### config.mk
export PLATFORM = sky130hd
export DESIGN_NAME = cla_adder_pipe
export DESIGN_NICKNAME = d
export VERILOG_FILES = /design/src/rtl/cla_adder_pipe.sv
export SDC_FILE = /design/constraint.sdc
export NUM_CORES = 1
export LEC_CHECK = 0
export ABC_AREA = 0
export CORE_ASPECT_RATIO = 0.8
export CORE_MARGIN = 2
export CORE_UTILIZATION = 50
export CTS_BUF_LIST = sky130_fd_sc_hd__clkbuf_4
export DETAILED_ROUTE_END_ITERATION = 6
export GPL_ROUTABILITY_DRIVEN = 0
export GPL_TIMING_DRIVEN = 1
export HOLD_SLACK_MARGIN = 0.1
export PLACE_DENSITY = 0.73
export RECOVER_POWER = 100
export SLEW_MARGIN = 10
export SYNTH_ARGS = -nofsm -noshare
export SYNTH_HDL_FRONTEND = slang
export SYNTH_SLANG_ARGS = --single-unit
### constraint.sdc
create_clock -name clk -period 3.3 [get_ports clk]
set_input_delay 0.66 -clock clk [delete_from_list [all_inputs] [get_ports clk]]
set_output_delay 0.66 -clock clk [all_outputs]
set_load 0.01 [all_outputs]
### src/rtl/cla_adder_pipe.sv
// Pipelined carry-lookahead adder: one BLOCK-bit CLA slice per stage, carry registered
// between stages, operands skewed in and slice sums deskewed out so one op leaves whole.
module cla_adder_pipe #(
  parameter int WIDTH = 64,
  parameter int BLOCK = 16
) (
  input  logic             clk,
  input  logic             rst,
  input  logic             in_valid,
  output logic             in_ready,
  input  logic [WIDTH-1:0] a,
  input  logic [WIDTH-1:0] b,
  input  logic             cin,
  output logic             out_valid,
  input  logic             out_ready,
  output logic [WIDTH-1:0] sum,
  output logic             cout,
  output logic             ovf
);

  localparam int NSTG = WIDTH / BLOCK;

  if ((BLOCK < 4) || (WIDTH < BLOCK) || ((WIDTH % BLOCK) != 0) || ((BLOCK % 4) != 0)) begin : g_bad_param
    $error("cla_adder_pipe: WIDTH (%0d) must be a multiple of BLOCK (%0d) and BLOCK a multiple of 4",
           WIDTH, BLOCK);
  end

  // One BLOCK-bit slice built from 4-bit generate/propagate lookahead groups.
  function automatic logic [BLOCK:0] cla_slice(input logic [BLOCK-1:0] x,
                                               input logic [BLOCK-1:0] y,
                                               input logic             ci);
    logic [BLOCK-1:0] g, p, s;
    logic [3:0]       gg, pp;
    logic [4:0]       cc;
    logic             c;
    g = x & y;
    p = x ^ y;
    s = '0;
    c = ci;
    for (int j = 0; j < BLOCK / 4; j++) begin
      gg    = g[4*j +: 4];
      pp    = p[4*j +: 4];
      cc[0] = c;
      cc[1] = gg[0] | (pp[0] & c);
      cc[2] = gg[1] | (pp[1] & gg[0]) | (pp[1] & pp[0] & c);
      cc[3] = gg[2] | (pp[2] & gg[1]) | (pp[2] & pp[1] & gg[0]) | ((&pp[2:0]) & c);
      cc[4] = gg[3] | (pp[3] & gg[2]) | (pp[3] & pp[2] & gg[1]) | ((&pp[3:1]) & gg[0])
            | ((&pp) & c);
      s[4*j +: 4] = pp ^ cc[3:0];
      c = cc[4];
    end
    return {c, s};
  endfunction

  // Handshake: a transfer happens on an edge where valid && ready. The whole pipe
  // freezes only while a finished result waits (out_valid && !out_ready); in_ready is
  // exactly the inverse of that stall, so out_ready reaches nothing else.
  logic stall, en;
  assign stall    = out_valid & ~out_ready;
  assign en       = ~stall;
  assign in_ready = en;

  logic             iv, ic;
  logic [WIDTH-1:0] ia, ib;

  always_ff @(posedge clk) begin
    if (rst) begin
      iv <= 1'b0;
      ia <= '0;
      ib <= '0;
      ic <= 1'b0;
    end else if (en) begin
      iv <= in_valid;
      ia <= a;
      ib <= b;
      ic <= cin;
    end
  end

  for (genvar k = 0; k < NSTG; k++) begin : stg
    localparam int RW = WIDTH - k * BLOCK;  // operand bits not yet summed

    logic [RW-1:0]          xa, xb;
    logic                   xv, xc, xam, xbm;
    logic [BLOCK:0]         slice;
    logic [(k+1)*BLOCK-1:0] s_nx, s_q;
    logic                   v_q, c_q;

    if (k == 0) begin : g_src
      assign xa   = ia;
      assign xb   = ib;
      assign xv   = iv;
      assign xc   = ic;
      assign xam  = ia[WIDTH-1];
      assign xbm  = ib[WIDTH-1];
      assign s_nx = slice[BLOCK-1:0];
    end else begin : g_src
      assign xa   = stg[k-1].g_rem.ra_q;
      assign xb   = stg[k-1].g_rem.rb_q;
      assign xv   = stg[k-1].v_q;
      assign xc   = stg[k-1].c_q;
      assign xam  = stg[k-1].g_rem.am_q;
      assign xbm  = stg[k-1].g_rem.bm_q;
      assign s_nx = {slice[BLOCK-1:0], stg[k-1].s_q};
    end

    assign slice = cla_slice(xa[BLOCK-1:0], xb[BLOCK-1:0], xc);

    always_ff @(posedge clk) begin
      if (rst) begin
        v_q <= 1'b0;
        s_q <= '0;
        c_q <= 1'b0;
      end else if (en) begin
        v_q <= xv;
        s_q <= s_nx;
        c_q <= slice[BLOCK];
      end
    end

    if (k < NSTG - 1) begin : g_rem
      logic [RW-BLOCK-1:0] ra_q, rb_q;
      logic                am_q, bm_q;
      always_ff @(posedge clk) begin
        if (rst) begin
          ra_q <= '0;
          rb_q <= '0;
          am_q <= 1'b0;
          bm_q <= 1'b0;
        end else if (en) begin
          ra_q <= xa[RW-1:BLOCK];
          rb_q <= xb[RW-1:BLOCK];
          am_q <= xam;
          bm_q <= xbm;
        end
      end
    end else begin : g_last
      // The top slice holds the result MSB, so the sign test is made right here.
      logic ovf_q;
      always_ff @(posedge clk) begin
        if (rst) begin
          ovf_q <= 1'b0;
        end else if (en) begin
          ovf_q <= (xam == xbm) && (slice[BLOCK-1] != xam);
        end
      end
    end
  end

  assign out_valid = stg[NSTG-1].v_q;
  assign sum       = stg[NSTG-1].s_q;
  assign cout      = stg[NSTG-1].c_q;
  assign ovf       = stg[NSTG-1].g_last.ovf_q;

endmodule

==> impl_metrics.env, run 1 <==
export IMPL_outcome="complete, but fails checks"
export IMPL_violations="max-capacitance violations, max-slew violations"
export IMPL_async_flop_share_pct=0
export IMPL_drc_errors=0
export IMPL_cts_hold_buffers=0
export IMPL_wl_per_cell_um=14.8
export IMPL_met3_usage_pct=4.53
export IMPL_grt_max_degree=233
export IMPL_hpwlAfterDp_um=30600
export IMPL_startpoint_type="register"
export IMPL_startpoint="ia[0]"
export IMPL_area_growth_pct=18.0
export IMPL_die_h_um=179
export IMPL_max_clock_freq_mhz=340
export IMPL_io_pin_count=201
export IMPL_clock_path_buffers=3
export IMPL_synth_edff_count=0
export IMPL_synth_flop_cell="dfxtp_1"
export IMPL_use_met1_pct=36.8
export IMPL_layout_setup_ws_ps=360
export IMPL_synth_area_mm2=0.0192
export IMPL_setup_tns_ps=0
export IMPL_nets=2786
export IMPL_drv_slew=401
export IMPL_post_cts_buffers=0
export IMPL_p_per_area_mw_per_mm2=517
export IMPL_cts_reportedPaths_clkPinSlew_ps=70
export IMPL_portBuffers=200
export IMPL_maxCapViolCount=2
export IMPL_leakage_nw=9.20
export IMPL_grt_antenna_before_repair=5
export IMPL_die_area_mm2=0.0400
export IMPL_worstMarginPinSlew_ps=1690
export IMPL_cp_max_fo=5
export IMPL_synth_nets=2617
export IMPL_endpoint_kind="register"
export IMPL_ys_ff_latch=491
export IMPL_cts_tree="built"
export IMPL_initial_utilization_pct=50.5
export IMPL_numCtsBuffers=117
export IMPL_finalCriticalPeriod_ps=2940
export IMPL_syn_area_per_cell_um2=8.00
export IMPL_hold_path_class="in2reg"
export IMPL_cts_sinks=491
export IMPL_htreeDepth=3
export IMPL_layout_commonest_cell="nand2_1"
export IMPL_yosys_cell_types_count=49
export IMPL_core_area_mm2=0.0380
export IMPL_gr_max_usage_layer="met1"
export IMPL_grt_overflow=0
export IMPL_max_slew_margin_rel_pct=-12.4
export IMPL_clock_latency_ps=790
export IMPL_hold_violations=0
export IMPL_rr_startpoint="ia[0]"
export IMPL_dp_slack_ps=473
export IMPL_ant_nets=0
export IMPL_fillers=3368
export IMPL_firstDrtPassIters=5
export IMPL_syn_instance_count=2404
export IMPL_ys_warnings_count=0
export IMPL_grt_pass1_wl_um=75100
export IMPL_vias_per_cell=5.24
export IMPL_vdd_drop_max_v=0.000226
export IMPL_post_route_period_util_pct=89.1
export IMPL_vias=16400
export IMPL_grt_pass1_vias=14800
export IMPL_clockRootBuffer="clkbuf_4"
export IMPL_grt_use_total_pct=22.9
export IMPL_required_ps=3890
export IMPL_placementRows=64
export IMPL_finClkSkew_ps=31.6
export IMPL_regArea_mm2=0.00983
export IMPL_multi_input_area_mm2=0.00863
export IMPL_drtIter0Drc=1316
export IMPL_path_class="reg2reg"
export IMPL_arrival_ps=3530
export IMPL_most_common_layout_cells="nand2_1, dfxtp_1, a21oi_1"
export IMPL_use_met2_pct=29.9
export IMPL_ys_seq_area_share_pct=51.1
export IMPL_cts_resized=0
export IMPL_die_w_um=223
export IMPL_layout_drive_gt1_share_pct=7.56
export IMPL_totalWireLength_um=46500
export IMPL_rsz0062_at_grt="no"
export IMPL_hp_start="rst"
export IMPL_finalSetupViolCount=0
==> cells in the mapped netlist (5+ instances only) <==
master / count / area share [%]
fa_1: 16 / 1.7
ha_1: 64 / 4.2
nand2b_1: 5 / 0.16
nor2_1: 45 / 0.88
a311o_1: 5 / 0.26
buf_1: 18 / 0.35
nand3_1: 13 / 0.34
nand2_1: 922 / 18
clkbuf_1: 134 / 2.6
a211oi_1: 35 / 1.4
buf_2: 13 / 0.34
xnor2_1: 30 / 1.4
dfxtp_1: 491 / 51
nor4b_1: 9 / 0.41
a21o_1: 13 / 0.51
inv_1: 27 / 0.53
o21ai_0: 20 / 0.52
nor3_1: 8 / 0.21
nand4_1: 7 / 0.23
a21oi_1: 472 / 12
a31oi_1: 6 / 0.20
o21ai_1: 5 / 0.13
xor2_1: 5 / 0.23
==> per-stage QoR <==
stage	total power, mW	hold slack [ps]	instances	area [um^2]	util, %
6_report	11.7	270	3132	22700	59.6
3_5_place_dp	7.29	443	2949	21400	56.3
5_1_grt	12.3	243	3131	22700	59.6
4_1_cts	11.8	202	3127	22700	59.8
2_1_floorplan	6.91	425	2404	19200	-
3_3_place_gp	7.27	438	2949	21400	56.3
==> flip-flops by register name (all words and copies together) (netlist names) <==
name and cells:
out_valid 1, ovf 1, ib 64, stg.s_q 96
stg.g_rem.ra_q 96, ic 1, stg.g_rem.rb_q 96, stg.v_q 3
stg.c_q 3, sum 64, ia 64, iv 1
cout 1
==> critical path, cell delays in order (launching register included) <==
cell and delay (ps):
dfxtp_1 330, ha_1 320, a211oi_1 330, o21ai_0 250, a41oi_1 260, buf_4 160, o21ai_1 110, a21o_1 210
fa_1 370, xnor2_1 290, a211oi_1 120
==> power by group <==
| part | internal [mW] | switching, mW | leakage [nW] |
|---|---|---|---|
| Clock | 2.34 | 2.22 | 0.809 |
| Combinational | 0.389 | 0.450 | 4.36 |
| Sequential | 6.18 | 0.150 | 4.03 |
==> layer usage <==
metal / part of all wire (%) / up-vias / routed length (um)
met3: 5.7 / 67 / 2650
met2: 39 / 459 / 18000
met1: 54 / 7527 / 25000
li1: - / 8352 / -
met4: 1.8 / 0 / 851
met5: 0 / - / 0
==> logic make-up after synthesis <==
group | synth area share, %
AOI/OAI and AO/OA | 16.7
xor gates and xnor gates | 1.59
adders and majority gates | 5.83
buffers and inverters | 3.83
DFF | 51.1
muxes | 0.163
and+or+nand+nor | 20.7
==> final cells by class <==
cell class,count,share of cell area [%]
sequential,491,43.3
multi-input combinational,1721,38.1
timing repair buffer,215,9.52
clock buffer,167,5.53
tap,495,2.73
inverter,27,0.480
clock inverter,11,0.298
antenna,5,0.0552
==> worst paths after layout <==
kind         slack [ps]                    end  cells past startpoint
max                 360         stg[0].s_q[13]                     10
min                 270  stg[2].g_rem.ra_q[10]                      2
max reg2reg         360         stg[0].s_q[13]                     10
min reg2reg         430  stg[0].g_rem.rb_q[24]                      2
Power figures use the tool's default switching activity.
==> inputs of run 2 (changes only) <==
--- a/config.mk
+++ b/config.mk
@@ -9,7 +9,7 @@
 export CORE_ASPECT_RATIO = 0.8
 export CORE_MARGIN = 2
 export CORE_UTILIZATION = 50
-export CTS_BUF_LIST = sky130_fd_sc_hd__clkbuf_4
+export CTS_BUF_LIST = sky130_fd_sc_hd__clkbuf_2
 export DETAILED_ROUTE_END_ITERATION = 6
 export GPL_ROUTABILITY_DRIVEN = 0
 export GPL_TIMING_DRIVEN = 1
==> impl_metrics.env, run 2 (same netlist as run 1, synthesis figures left out) <==
export IMPL_outcome="complete, but fails checks"
export IMPL_violations="max-capacitance violations, max-slew violations"
export IMPL_placed_cells=2949
export IMPL_most_common_layout_cells="nand2_1, dfxtp_1, a21oi_1"
export IMPL_rr_startpoint="stg[1].g_rem.ra_q[5]"
export IMPL_clkPwrFrac_pct=34.7
export IMPL_cp_max_fo=5
export IMPL_drc_errors=0
export IMPL_drtIter0Drc=1446
export IMPL_hold_path_class="in2reg"
export IMPL_area_growth_pct=16.6
export IMPL_io_pin_count=201
export IMPL_cts_sinks=491
export IMPL_placementRows=64
export IMPL_grt_max_degree=233
export IMPL_totalWireLength_um=46300
export IMPL_max_clock_freq_mhz=339
export IMPL_clock_latency_ps=980
export IMPL_rsz0062_at_grt="no"
export IMPL_endpoint_kind="register"
export IMPL_fin_cells=3154
export IMPL_vias_per_cell=5.18
export IMPL_clock_path_buffers=3
export IMPL_regToRegSetupSlack_ps=350
export IMPL_pwr_share_comb_pct=7.6
export IMPL_endpoint="stg[2].s_q[45]"
export IMPL_cts_tree="built"
export IMPL_portBuffers=200
export IMPL_worstMarginPinSlew_ps=1730
export IMPL_nets=2785
export IMPL_grt_pass1_vias=14900
export IMPL_finalPower_mw=11.0
export IMPL_post_route_period_util_pct=89.4
export IMPL_grt_pass1_wl_um=74800
export IMPL_internal_power_mw=8.09
export IMPL_die_area_mm2=0.0400
export IMPL_finClkSkew_ps=54.0
export IMPL_vias=16300
export IMPL_reg_top3="stg.g_rem.ra_q: 96 flops, stg.g_rem.rb_q: 96 flops, stg.s_q: 96 flops"
export IMPL_p_sw_mw=2.88
export IMPL_maxCapViolCount=2
export IMPL_arrival_ps=3800
export IMPL_grt_antenna_before_repair=4
export IMPL_hold_depth=3
export IMPL_switching_share_pct=26.3
export IMPL_path_class="reg2reg"
export IMPL_setup_tns_ps=0
export IMPL_ant_nets=0
export IMPL_hp_start="a[53]"
export IMPL_core_area_mm2=0.0380
export IMPL_finalCriticalPeriod_ps=2950
export IMPL_initial_utilization_pct=50.5
export IMPL_required_ps=4150
export IMPL_drv_slew=196
export IMPL_r2r_cells=9
export IMPL_die_h_um=179
export IMPL_post_cts_buffers=0
export IMPL_htreeDepth=3
export IMPL_hpwlAfterDp_um=30600
export IMPL_power_frac_seq_pct=57.6
export IMPL_vdd_drop_max_v=0.000255
export IMPL_startpoint_type="register"
export IMPL_leakage_nw=9.19
export IMPL_max_slew_margin_rel_pct=-15.1
export IMPL_numCtsBuffers=115
export IMPL_wl_per_cell_um=14.7
export IMPL_fillers=3436
export IMPL_finalSetupViolCount=0
export IMPL_grt_use_total_pct=22.7
export IMPL_startpoint="stg[1].g_rem.ra_q[5]"
export IMPL_firstDrtPassIters=6
export IMPL_layout_drive_gt1_share_pct=7.80
export IMPL_layout_commonest_cell="nand2_1"
export IMPL_grt_overflow=0
export IMPL_clockRootBuffer="clkbuf_2"
export IMPL_p_per_area_mw_per_mm2=490
export IMPL_worstReg2RegEnd="stg[2].s_q[45]"
export IMPL_die_w_um=223
export IMPL_hold_violations=0
export IMPL_cts_reportedPaths_clkPinSlew_ps=120
-- run 2: changes by cell type in the layout (fill, tap and decap cells not counted), sizes merged --
cell,delta
clkdlybuf4s50,-1
dlygate4sd3,+2
bufinv,+1
clkbuf,+5
inv,-1
buf,-1
clkinv,+18
diode,-1
-- run 2: how the worst min path moves through the flow --
| stage | endpoint | slack [ps] |
|---|---|---|
| finish | ia[53] | 230 |
| global route | ia[59] | 120 |
| CTS | ia[2] | 120 |
| detailed placement | stg[1].v_q | 440 |
| global placement | stg[1].v_q | 440 |
| floorplan | stg[0].s_q[10] | 420 |
-- run 2: through the flow --
stage               hold WS [ps]  instance area (um^2)  worst slack (ps)  util [%]
detailed placement           443                 21400               473      56.3
global route                 124                 22400               164      58.9
global placement             438                 21400               450      56.3
floorplan                    425                 19200               723         -
CTS                          124                 22500               365      59.0
finish                       228                 22400               349      58.9
-- run 2: layout make-up --
| cell class | count | area, um^2 | area share [%] |
|---|---|---|---|
| clock inverter | 29 | 165 | 0.737 |
| multi-input combinational | 1721 | 8650 | 38.6 |
| inverter | 27 | 109 | 0.486 |
| timing repair buffer | 216 | 2180 | 9.73 |
| tap | 495 | 619 | 2.76 |
| antenna | 4 | 10.0 | 0.0447 |
| sequential | 491 | 9830 | 43.8 |
| clock buffer | 171 | 856 | 3.82 |
-- run 2: critical path: stages, from the launching register on --
cell and delay [ps]:
dfxtp_1 320, ha_1 380, a2111oi_4 350, o21ai_1 280, a211o_1 370, a21o_1 230, a21o_1 190, fa_1 370
xnor2_1 150, a211oi_1 210
-- run 2: routing by layer --
layer | track usage (%) | up-vias | wire length, um
met2 | 29.5 | 449 | 17900
met4 | 7.30 | 0 | 828
met3 | 4.29 | 65 | 2780
met1 | 36.8 | 7477 | 24800
li1 | - | 8355 | -
met5 | 0 | - | 0
-- run 2: timing repair --
item                                   CTS  global route
endpoints found under the hold margin   53             0
resized for setup                        0             0
hold buffers                             1             0
-- run 2: power groups by stage --
stage               Clock [mW]  Sequential, mW  Combinational, mW
CTS                       3.92            6.32              0.844
detailed placement           0            6.46              0.834
global placement             0            6.45              0.821
global route              4.24            6.36              0.936
floorplan                    0            6.42              0.482
finish                    3.81            6.33              0.839
==> edit (config.mk and constraints of run 1) <==
Put a register stage on the output `ovf`, cleared by the reset. The value now appears one clock later. The other outputs are not delayed to match.
--- a/src/rtl/cla_adder_pipe.sv
+++ b/src/rtl/cla_adder_pipe.sv
@@ -151,5 +151,11 @@
   assign sum       = stg[NSTG-1].s_q;
   assign cout      = stg[NSTG-1].c_q;
-  assign ovf       = stg[NSTG-1].g_last.ovf_q;
+  always_ff @(posedge clk) begin
+    if (rst) begin
+      ovf <= '0;
+    end else begin
+      ovf <= stg[NSTG-1].g_last.ovf_q;
+    end
+  end
 
 endmodule
Function: changed (Yosys sat finds a counterexample within 10 cycles, from zero or initial values and one cycle with rst high).
==> edit against run 1 <==
  * The run still ends with max-capacitance violations, max-slew violations left
  * Sequential share of layout area rose by 0.20 points
  * Routed wire length fell by 9.0%
  * Largest power group unchanged
  * Highest routed layer unchanged
  * Critical endpoint is now in_ready
  * Non-clock buffer count fell by 1
  * Power rose by 0.96%
  * Setup slack got worse by 0.12 ns
  * Via count fell by 2.8%
  * Sequential cell count rose by 1
  * Clock skew rose by 0.020 ns
  * Synthesized area fell by 1.0%
  * Design area fell by 0.25%
==> edit: results (changes against run 1) <==
status:
  status: "finished with violations"
  violations: "max-capacitance violations, max-slew violations"
setup_path:
  r2r-end: "sum[44]$_SDFFE_PP0N_"
  cp-endpoint: "in_ready"
  critPathLaunch: "out_valid$_SDFFE_PP0N_"
  r2r-start: "out_valid$_SDFFE_PP0N_"
  cp.required_ns: 2.64  # -1.25 ns
  regToRegSetupSlack_ns: 0.31  # -0.05 ns
  r2r_cells: 5  # -5
  crit_fanout: 4  # -1
cells_and_area:
  final_nets: 2772  # -0.50%
  fin_cells: 3123  # -0.29%
  drive_above_1_share: 0.0725  # -0.00312
  nFillCells: 3437  # +2.0%
clock_tree:
  cts-buffers-inserted: 116  # -0.85%
  clk_latency_ns: 0.82  # +0.03 ns
timing:
  drv_slew: 487  # +21%
  maxSlewHeadroom: -0.471  # -0.348
  max_freq_mhz: 326  # -4.0%
  holdWs_ns: 0.234  # -0.0362 ns
  skew_ns: 0.0513  # +0.0197 ns
synthesis:
  yosys.area_share.adder: 0.0589  # +0.000602
  yosys.cell_types.count: 41  # -16%
  yosys-top-cells-area: "dfxtp_1 (52%), nand2_1 (18%), a21oi_1 (12%)"
  synthesis.nets: 2600  # -0.65%
  synthesis.instances: 2387  # -0.71%
  synth-xor-area-share: 0.0203  # +0.00431
  synth_seq_area_share: 0.518  # +0.00633
  synth_common_cells: "nand2_1 (929), dfxtp_1 (492), a21oi_1 (474), clkbuf_1 (160), ha_1 (64)"
  synth_compound_area_frac: 0.163  # -0.00393
  synthMuxAreaShare: 0.00105  # -0.000575
detailed_routing:
  top_layer_used: "met4"
  wire_per_inst_um: 13.5  # -8.8%
  drtIter0Drc: 1152  # -12%
  wl_met1_mm: 20.6  # -18%
  dr_wl_met2_mm: 19.3  # +7.3%
  wl_met3_mm: 1.57  # -41%
  via_count: 15900  # -2.8%
global_routing:
  grt_max_degree: 256  # +9.9%
  grt_pass1_wl_mm: 69.7  # -7.2%
  antenna_found_initial: 1  # -4
  grt_pass1_vias: 15000  # +1.4%
  track_usage: 0.211  # -0.0189
place:
  place.detailed.hpwl_mm: 26.8  # -13%
  pre_cts_slack_ns: 0.495  # +0.0224 ns
  dp_cells: 2928  # -0.71%
  placed_cell_area_mm2: 0.0213  # -0.77%
power:
  peakVddDrop_v: 0.000304  # +34%
  leakagePower_nw: 9.16  # -0.38%
  swShare: 0.238  # -0.00202
min_path:
  min_to: "sum[50]$_SDFFE_PP0N_"
flow_run:
  maxCapViolations: 2  # unchanged
## edit: layout make-up
class,count,area (um2),area share
antenna,1,2.50,0.000111
clock buffer,167,1250,0.0554
clock inverter,27,166,0.00736
inverter,19,78.8,0.00348
multi-input combinational,1716,8490,0.375
sequential,492,9850,0.435
tap,487,609,0.0269
timing repair buffer,214,2180,0.0962
## edit: worst max-delay path, cell delays in order (launching register included)
cell	delay, ns
dfxtp_1	0.32
nor2b_1	0.53
inv_8	0.07
dlygate4sd3_1	0.66
## edit: metal layers
metal,up-vias,track usage
met1,7352,0.284
met3,67,0.0463
li1,8245,-
met2,283,0.333
met5,-,0
met4,0,0.0777
## edit: power by group through the flow
stage / registers [mW] / clock network (mW) / logic (mW)
3_3_place_gp: 6.46 / 0 / 0.765
6_report: 6.33 / 4.73 / 0.778
5_1_grt: 6.36 / 5.21 / 0.877
2_1_floorplan: 6.43 / 0 / 0.467
4_1_cts: 6.33 / 4.89 / 0.791
3_5_place_dp: 6.46 / 0 / 0.784
